**config.mk**
```make
export PLATFORM = sky130hd
export DESIGN_NAME = inst_buffer_flat
export DESIGN_NICKNAME = d
export VERILOG_FILES = /design/src/rtl/inst_buffer_pkg.sv /design/src/rtl/inst_buffer_if.sv /design/src/rtl/inst_buffer_branch_predecode.sv /design/src/rtl/inst_buffer.sv /design/src/flat_wrapper.sv
export SDC_FILE = /design/constraint.sdc
export NUM_CORES = 2
export LEC_CHECK = 0
export ABC_CLOCK_PERIOD_IN_PS = 9300
export CORE_ASPECT_RATIO = 2
export CORE_MARGIN = 2
export CORE_UTILIZATION = 40
export DETAILED_ROUTE_END_ITERATION = 16
export GPL_TIMING_DRIVEN = 0
export PLACE_DENSITY_LB_ADDON = 0.1
export SLEW_MARGIN = 0
export SYNTH_ARGS = -nofsm -noshare
export SYNTH_HDL_FRONTEND = slang
export SYNTH_SLANG_ARGS = --single-unit
```
**constraint.sdc**
```tcl
create_clock -name clk -period 9.3 [get_ports clk]
set_clock_uncertainty 0.15 [all_clocks]
set_input_delay 1.395 -clock clk [delete_from_list [all_inputs] [get_ports clk]]
set_output_delay 1.395 -clock clk [all_outputs]
set_load 0.03 [all_outputs]
```
**src/rtl/inst_buffer_pkg.sv**
```systemverilog
// Shared types, MIPS opcode fields and branch-type codes for the instruction buffer.
// An entry is branch-predecoded once on entry and the result is stored alongside it.
package ibuf_pkg;

  localparam logic [5:0] OP_SPECIAL = 6'h00;
  localparam logic [5:0] OP_REGIMM  = 6'h01;
  localparam logic [5:0] OP_J       = 6'h02;
  localparam logic [5:0] OP_JAL     = 6'h03;
  localparam logic [5:0] OP_BEQ     = 6'h04;
  localparam logic [5:0] OP_BNE     = 6'h05;
  localparam logic [5:0] OP_BLEZ    = 6'h06;
  localparam logic [5:0] OP_BGTZ    = 6'h07;

  localparam logic [5:0] FUN_JR     = 6'h08;
  localparam logic [5:0] FUN_JALR   = 6'h09;

  localparam logic [4:0] RT_BLTZ    = 5'h00;
  localparam logic [4:0] RT_BGEZ    = 5'h01;
  localparam logic [4:0] RT_BLTZAL  = 5'h10;
  localparam logic [4:0] RT_BGEZAL  = 5'h11;

  typedef enum logic [3:0] {
    BT_NOP   = 4'd0,
    BT_J     = 4'd1,
    BT_JREG  = 4'd2,
    BT_BEQ   = 4'd3,
    BT_BNE   = 4'd4,
    BT_BGTZ  = 4'd5,
    BT_BLEZ  = 4'd6,
    BT_BGEZ_ = 4'd7,
    BT_BLTZ_ = 4'd8
  } branch_type_e;

  typedef struct packed {
    logic [31:0] pc;
    logic [31:0] instr;
    logic [3:0]  branch_type;
    logic        is_link_pc8;
  } ibuf_entry_t;

  // Length of the run of ones starting at bit 0; equals popcount for a thermometer code.
  function automatic logic [2:0] popcount_thermo(input logic [3:0] v);
    logic [2:0] n;
    logic       run;
    n   = '0;
    run = 1'b1;
    for (int i = 0; i < 4; i++) begin
      run = run & v[i];
      n   = n + {2'b00, run};
    end
    return n;
  endfunction

endpackage

```
**src/rtl/inst_buffer_if.sv**
```systemverilog
// Fetch-side push lanes, decode-side head view and occupancy status of the instruction buffer.
interface inst_buffer_if #(
  parameter int FETCH_WIDTH = 2,
  parameter int ISSUE_WIDTH = 2,
  parameter int DEPTH       = 16
);
  localparam int CNT_W = $clog2(DEPTH + 1);
  localparam int POP_W = $clog2(ISSUE_WIDTH + 1);

  logic                        flush;
  logic [FETCH_WIDTH-1:0]      in_valid;
  logic [32*FETCH_WIDTH-1:0]   in_instr;
  logic [32*FETCH_WIDTH-1:0]   in_pc;
  logic                        in_ready;
  logic [ISSUE_WIDTH-1:0]      out_valid;
  logic [32*ISSUE_WIDTH-1:0]   out_instr;
  logic [32*ISSUE_WIDTH-1:0]   out_pc;
  logic [4*ISSUE_WIDTH-1:0]    out_branch_type;
  logic [ISSUE_WIDTH-1:0]      out_is_link_pc8;
  logic [POP_W-1:0]            pop_cnt;
  logic [CNT_W-1:0]            count;
  logic                        empty;

  modport master (
    output flush, in_valid, in_instr, in_pc, pop_cnt,
    input  in_ready, out_valid, out_instr, out_pc, out_branch_type,
           out_is_link_pc8, count, empty
  );

  modport slave (
    input  flush, in_valid, in_instr, in_pc, pop_cnt,
    output in_ready, out_valid, out_instr, out_pc, out_branch_type,
           out_is_link_pc8, count, empty
  );
endinterface

```
**src/rtl/inst_buffer_branch_predecode.sv**
```systemverilog
// Combinational branch predecode of one instruction into branch type and link-to-PC+8 flag.
module branch_predecode
  import ibuf_pkg::*;
(
  input  logic [31:0] instr,
  output logic [3:0]  branch_type,
  output logic        is_link_pc8
);
  logic [5:0] op;
  logic [4:0] rt;
  logic [5:0] funct;
  logic       unused_fields;

  assign op            = instr[31:26];
  assign rt            = instr[20:16];
  assign funct         = instr[5:0];
  assign unused_fields = ^{instr[25:21], instr[15:6]};

  always_comb begin
    branch_type = BT_NOP;
    is_link_pc8 = 1'b0;
    case (op)
      OP_J:    branch_type = BT_J;
      OP_JAL:  begin branch_type = BT_J; is_link_pc8 = 1'b1; end
      OP_BEQ:  branch_type = BT_BEQ;
      OP_BNE:  branch_type = BT_BNE;
      OP_BLEZ: branch_type = BT_BLEZ;
      OP_BGTZ: branch_type = BT_BGTZ;
      OP_SPECIAL: begin
        if (funct == FUN_JR) begin
          branch_type = BT_JREG;
        end else if (funct == FUN_JALR) begin
          branch_type = BT_JREG;
          is_link_pc8 = 1'b1;
        end
      end
      OP_REGIMM: begin
        case (rt)
          RT_BGEZ:   branch_type = BT_BGEZ_;
          RT_BLTZ:   branch_type = BT_BLTZ_;
          RT_BGEZAL: begin branch_type = BT_BGEZ_; is_link_pc8 = 1'b1; end
          RT_BLTZAL: begin branch_type = BT_BLTZ_; is_link_pc8 = 1'b1; end
          default:   ;
        endcase
      end
      default: ;
    endcase
  end
endmodule

```
**src/rtl/inst_buffer.sv**
```systemverilog
// Circular instruction queue between fetch and decode; head lanes are held back so a
// branch is never issued without its delay slot.
module inst_buffer
  import ibuf_pkg::*;
#(
  parameter int DEPTH       = 16,
  parameter int FETCH_WIDTH = 2,
  parameter int ISSUE_WIDTH = 2
) (
  input  logic          clk,
  input  logic          rst,
  inst_buffer_if.slave  bus
);
  localparam int PTR_W = $clog2(DEPTH);
  localparam int CNT_W = $clog2(DEPTH + 1);
  localparam logic [CNT_W-1:0] READY_MAX = CNT_W'(DEPTH - FETCH_WIDTH);

  ibuf_entry_t        mem [DEPTH];
  logic [PTR_W-1:0]   head;
  logic [PTR_W-1:0]   tail;
  logic [CNT_W-1:0]   count_q;

  logic [3:0]         lane_bt   [FETCH_WIDTH];
  logic               lane_link [FETCH_WIDTH];

  logic               push_en;
  logic [2:0]         push_n;
  logic [2:0]         pop_avail;
  logic [2:0]         pop_req;
  logic [2:0]         pop_n;

  logic [ISSUE_WIDTH-1:0]    valid_v;
  logic [32*ISSUE_WIDTH-1:0] instr_v;
  logic [32*ISSUE_WIDTH-1:0] pc_v;
  logic [4*ISSUE_WIDTH-1:0]  bt_v;
  logic [ISSUE_WIDTH-1:0]    link_v;

  for (genvar g = 0; g < FETCH_WIDTH; g++) begin : g_pd
    branch_predecode u_pd (
      .instr       (bus.in_instr[32*g +: 32]),
      .branch_type (lane_bt[g]),
      .is_link_pc8 (lane_link[g])
    );
  end

  // Ready depends on registered count only, so pops never open a same-cycle push slot.
  assign bus.in_ready = (count_q <= READY_MAX);
  assign push_en      = bus.in_ready && bus.in_valid[0];
  assign push_n       = push_en ? popcount_thermo(4'(bus.in_valid)) : 3'd0;

  always_comb begin
    logic        chain;
    logic        issuable;
    ibuf_entry_t ent;
    chain    = 1'b1;
    issuable = 1'b0;
    ent      = '0;
    valid_v  = '0;
    instr_v  = '0;
    pc_v     = '0;
    bt_v     = '0;
    link_v   = '0;
    for (int k = 0; k < ISSUE_WIDTH; k++) begin
      ent      = mem[head + PTR_W'(k)];
      issuable = (count_q > CNT_W'(k)) &&
                 ((ent.branch_type == BT_NOP) || (count_q >= CNT_W'(k + 2)));
      chain    = chain & issuable;
      if (chain) begin
        valid_v[k]           = 1'b1;
        instr_v[32*k +: 32]  = ent.instr;
        pc_v[32*k +: 32]     = ent.pc;
        bt_v[4*k +: 4]       = ent.branch_type;
        link_v[k]            = ent.is_link_pc8;
      end
    end
  end

  assign pop_avail = popcount_thermo(4'(valid_v));
  assign pop_req   = 3'(bus.pop_cnt);
  assign pop_n     = (pop_req < pop_avail) ? pop_req : pop_avail;

  always_ff @(posedge clk) begin
    if (rst || bus.flush) begin
      head    <= '0;
      tail    <= '0;
      count_q <= '0;
    end else begin
      head    <= head + PTR_W'(pop_n);
      tail    <= tail + PTR_W'(push_n);
      count_q <= count_q + CNT_W'(push_n) - CNT_W'(pop_n);
    end
  end

  // Storage needs no reset: lanes beyond count are masked to zero on the read side.
  always_ff @(posedge clk) begin
    if (!rst && !bus.flush) begin
      for (int k = 0; k < FETCH_WIDTH; k++) begin
        if (3'(k) < push_n) begin
          mem[tail + PTR_W'(k)] <= '{pc:          bus.in_pc[32*k +: 32],
                                     instr:       bus.in_instr[32*k +: 32],
                                     branch_type: lane_bt[k],
                                     is_link_pc8: lane_link[k]};
        end
      end
    end
  end

  assign bus.out_valid       = valid_v;
  assign bus.out_instr       = instr_v;
  assign bus.out_pc          = pc_v;
  assign bus.out_branch_type = bt_v;
  assign bus.out_is_link_pc8 = link_v;
  assign bus.count           = count_q;
  assign bus.empty           = (count_q == '0);
endmodule

```
**src/flat_wrapper.sv**
```systemverilog
// flat-port wrapper written by rule: the top's interface ports become plain ports
module inst_buffer_flat import ibuf_pkg::*;
#(
  parameter int DEPTH       = 16,
  parameter int FETCH_WIDTH = 2,
  parameter int ISSUE_WIDTH = 2
)
  (clk, rst, bus_flush, bus_in_valid, bus_in_instr, bus_in_pc, bus_pop_cnt, bus_in_ready, bus_out_valid, bus_out_instr, bus_out_pc, bus_out_branch_type, bus_out_is_link_pc8, bus_count, bus_empty);
  inst_buffer_if #(.FETCH_WIDTH(FETCH_WIDTH), .ISSUE_WIDTH(ISSUE_WIDTH), .DEPTH(DEPTH)) bus_i ();
  input  logic clk;
  input  logic rst;
  input wire logic [$bits(bus_i.flush)-1:0] bus_flush;
  input wire logic [$bits(bus_i.in_valid)-1:0] bus_in_valid;
  input wire logic [$bits(bus_i.in_instr)-1:0] bus_in_instr;
  input wire logic [$bits(bus_i.in_pc)-1:0] bus_in_pc;
  input wire logic [$bits(bus_i.pop_cnt)-1:0] bus_pop_cnt;
  output wire logic [$bits(bus_i.in_ready)-1:0] bus_in_ready;
  output wire logic [$bits(bus_i.out_valid)-1:0] bus_out_valid;
  output wire logic [$bits(bus_i.out_instr)-1:0] bus_out_instr;
  output wire logic [$bits(bus_i.out_pc)-1:0] bus_out_pc;
  output wire logic [$bits(bus_i.out_branch_type)-1:0] bus_out_branch_type;
  output wire logic [$bits(bus_i.out_is_link_pc8)-1:0] bus_out_is_link_pc8;
  output wire logic [$bits(bus_i.count)-1:0] bus_count;
  output wire logic [$bits(bus_i.empty)-1:0] bus_empty;
  assign bus_i.flush = bus_flush;
  assign bus_i.in_valid = bus_in_valid;
  assign bus_i.in_instr = bus_in_instr;
  assign bus_i.in_pc = bus_in_pc;
  assign bus_i.pop_cnt = bus_pop_cnt;
  assign bus_in_ready = bus_i.in_ready;
  assign bus_out_valid = bus_i.out_valid;
  assign bus_out_instr = bus_i.out_instr;
  assign bus_out_pc = bus_i.out_pc;
  assign bus_out_branch_type = bus_i.out_branch_type;
  assign bus_out_is_link_pc8 = bus_i.out_is_link_pc8;
  assign bus_count = bus_i.count;
  assign bus_empty = bus_i.empty;
  inst_buffer #(.DEPTH(DEPTH), .FETCH_WIDTH(FETCH_WIDTH), .ISSUE_WIDTH(ISSUE_WIDTH)) u_core (.clk(clk), .rst(rst), .bus(bus_i));
endmodule
```
==> impl_metrics.ini <==
[global_routing]
grt_use_total = 0.342
grt.overflow.total = 0
antenna_found_initial = 30
grt_max_degree = 24
grt_pass1_wl_um = 403000
first_global_vias = 52800

[cells_and_area]
stdcell_count = 8525
final_common_cell = nand2_1
area_delta_synth_final_pct = 14.5
layout_common_cells = nand2_1, edfxtp_1, mux4_2
utilization = 0.460
final_nets = 6432
fin_area_mm2 = 0.0765
drive_above_1_share = 0.200
fillerInstances = 15200

[synthesis]
async_flop_share = 0
synth_edf_count = 1104
ys_seq_area_frac = 0.500
synth_cell_type_count = 54
postSynthCellCount = 5910
synthFlopType = edfxtp_1
synth-seq-cells = 1117
netlist_area_mm2 = 0.0669
yosysWarnings = 0
syn_area_per_cell_um2 = 11.3
syn_nets = 6064

[clock_network]
cts_tree = done
cts_buffers = 106
holdBufCountCts = 0
cts_root_buf = clkbuf_16
htreeDepth = 3
post_cts_resized = 0
cts_setup_buffers = 0
clk_pin_slew_ps = 70
cts.sinks = 1117
clk_latency_ps = 730
cts_buffer_depth = 3

[pwr]
power_mw = 14.6
p_seq_frac = 0.383
p_leak_nw = 26.7
clock_power_share = 0.300
p_sw_mw = 4.98
ir_worst_vdd_mv = 0.145
p_comb_frac = 0.317
power_density_mw_per_mm2 = 191
p_int_mw = 9.65
swShare = 0.340

[placement]
pre_cts_slack_ps = 2760
place_inst = 8309
hpwlAfterDp_um = 219000
io_buffers = 179
gp_congestion = 0.912
place_area_mm2 = 0.0732

[setup_path]
r2r_start = u_core.head[1]$_SDFF_PP0_
arrival_ps = 5870
cp_max_fo = 10
crit_path_start = u_core.head[1]$_SDFF_PP0_
crit_type = reg -> out
critical_path_required_ps = 7760
crit_path_start_kind = register
rrSetupSlack_ps = 3750
crit_path_end_kind = primary output

[sta]
worstMarginPinSlew_ps = 1710
setup_slack_ps = 1890
fmax_mhz = 135
min_period_over_period = 0.797
hold_viol_final = 0
rsz0062_at_grt = no
finalSetupViolCount = 0
final.setup.tns_ps = 0
period_needed_ps = 7410
slew_headroom = -0.140
final_max_slew_viol_count = 109
hold_ws_ps = 515

[drt]
vias_per_cell = 6.12
drtAntennaViolNets = 0
via_count = 52200
drc = 0
routed_wl_um = 294000
drt_iter0_markers = 6010
avgRoutedWirePerCell_um = 34.5
drt_first_pass_iters = 8

[floorplan]
die_h_um = 582
die_w_um = 293
dieArea_mm2 = 0.171
initial_core_util = 0.402
core_area_mm2 = 0.166
std_cell_rows = 212
ioPinCount = 282

[worst_hold_path]
hp-start = u_core.head[0]$_SDFF_PP0_
hold_class = reg -> reg

[outcome]
status = complete, but fails checks
violations = max-capacitance violations, max-slew violations

[job]
drv_cap = 11
## routing by layer
| layer | share of wire | up-vias | track usage |
|---|---|---|---|
| met5 | 0.00050 | - | 0 |
| met4 | 0.081 | 22 | 0.236 |
| met3 | 0.084 | 1015 | 0.0637 |
| met2 | 0.52 | 3224 | 0.613 |
| met1 | 0.32 | 26200 | 0.360 |
| li1 | - | 21700 | - |
## power groups by stage
stage	Clock [mW]	Combinational, mW	Sequential, mW
5_1_grt	4.55	4.80	5.60
2_1_floorplan	0	2.76	5.72
4_1_cts	4.38	4.62	5.60
6_report	4.38	4.64	5.60
3_5_place_dp	0	4.60	5.71
3_3_place_gp	0	4.52	5.72
## cell type report
cell class	instances	area [um2]	share of cell area
flip-flops and latches	1117	33400	0.436
multi-input cells	4132	30900	0.404
clock inverters	65	448	0.00585
diodes	20	50.0	0.000654
well taps	2140	2680	0.0350
plain buffers	649	2720	0.0356
clock buffers	130	2830	0.0369
inverters	12	45.0	0.000588
repair buffers	260	3480	0.0454
## kinds of logic after synthesis
family                     synth area share
DFF                                   0.500
muxes                                 0.260
adders and majority gates           0.00400
xor gates and xnor gates            0.00129
AOI/OAI and AO/OA                    0.0163
and+or+nand+nor                       0.178
buffers and inverters                0.0410
## critical path: stages (launching register included)
cell,delay [ps]
dfxtp_1,430
ha_1,230
xor2_2,270
buf_6,280
clkbuf_1,1060
clkbuf_1,1130
mux2i_1,330
nor2_1,170
a21oi_1,140
nor3_1,330
clkdlybuf4s50_1,730
## cells in the mapped netlist (all sizes together), types with 9 or more instances
| master | number | area [um2] |
|---|---|---|
| nand2 | 2651 | 9950 |
| dfxtp | 13 | 260 |
| nor3 | 74 | 691 |
| buf | 218 | 1080 |
| nor2 | 133 | 499 |
| mux2 | 229 | 2580 |
| clkbuf | 431 | 1620 |
| o21ai | 92 | 464 |
| mux2i | 85 | 851 |
| inv | 12 | 45.0 |
| a21oi | 88 | 440 |
| and2b | 9 | 67.6 |
| edfxtp | 1104 | 33200 |
| mux4 | 617 | 13900 |
| ha | 15 | 188 |
| nor2b | 64 | 400 |
## state kept, by name, indices dropped and copies added, names as in the netlist
name	cells
u_core.head	4
u_core.bus.count	5
u_core.mem	1104
u_core.tail	4
## path summary, 6_finish.rpt
| kind | cells after the start | to |
|---|---|---|
| max | 10 | bus_out_instr[63] |
| min | 2 | u_core.head[0]$_SDFF_PP0_ |
| max reg2reg | 20 | u_core.bus.count[4]$_SDFF_PP0_ |
| min reg2reg | 2 | u_core.head[0]$_SDFF_PP0_ |
(Power assumes the default switching activity.)
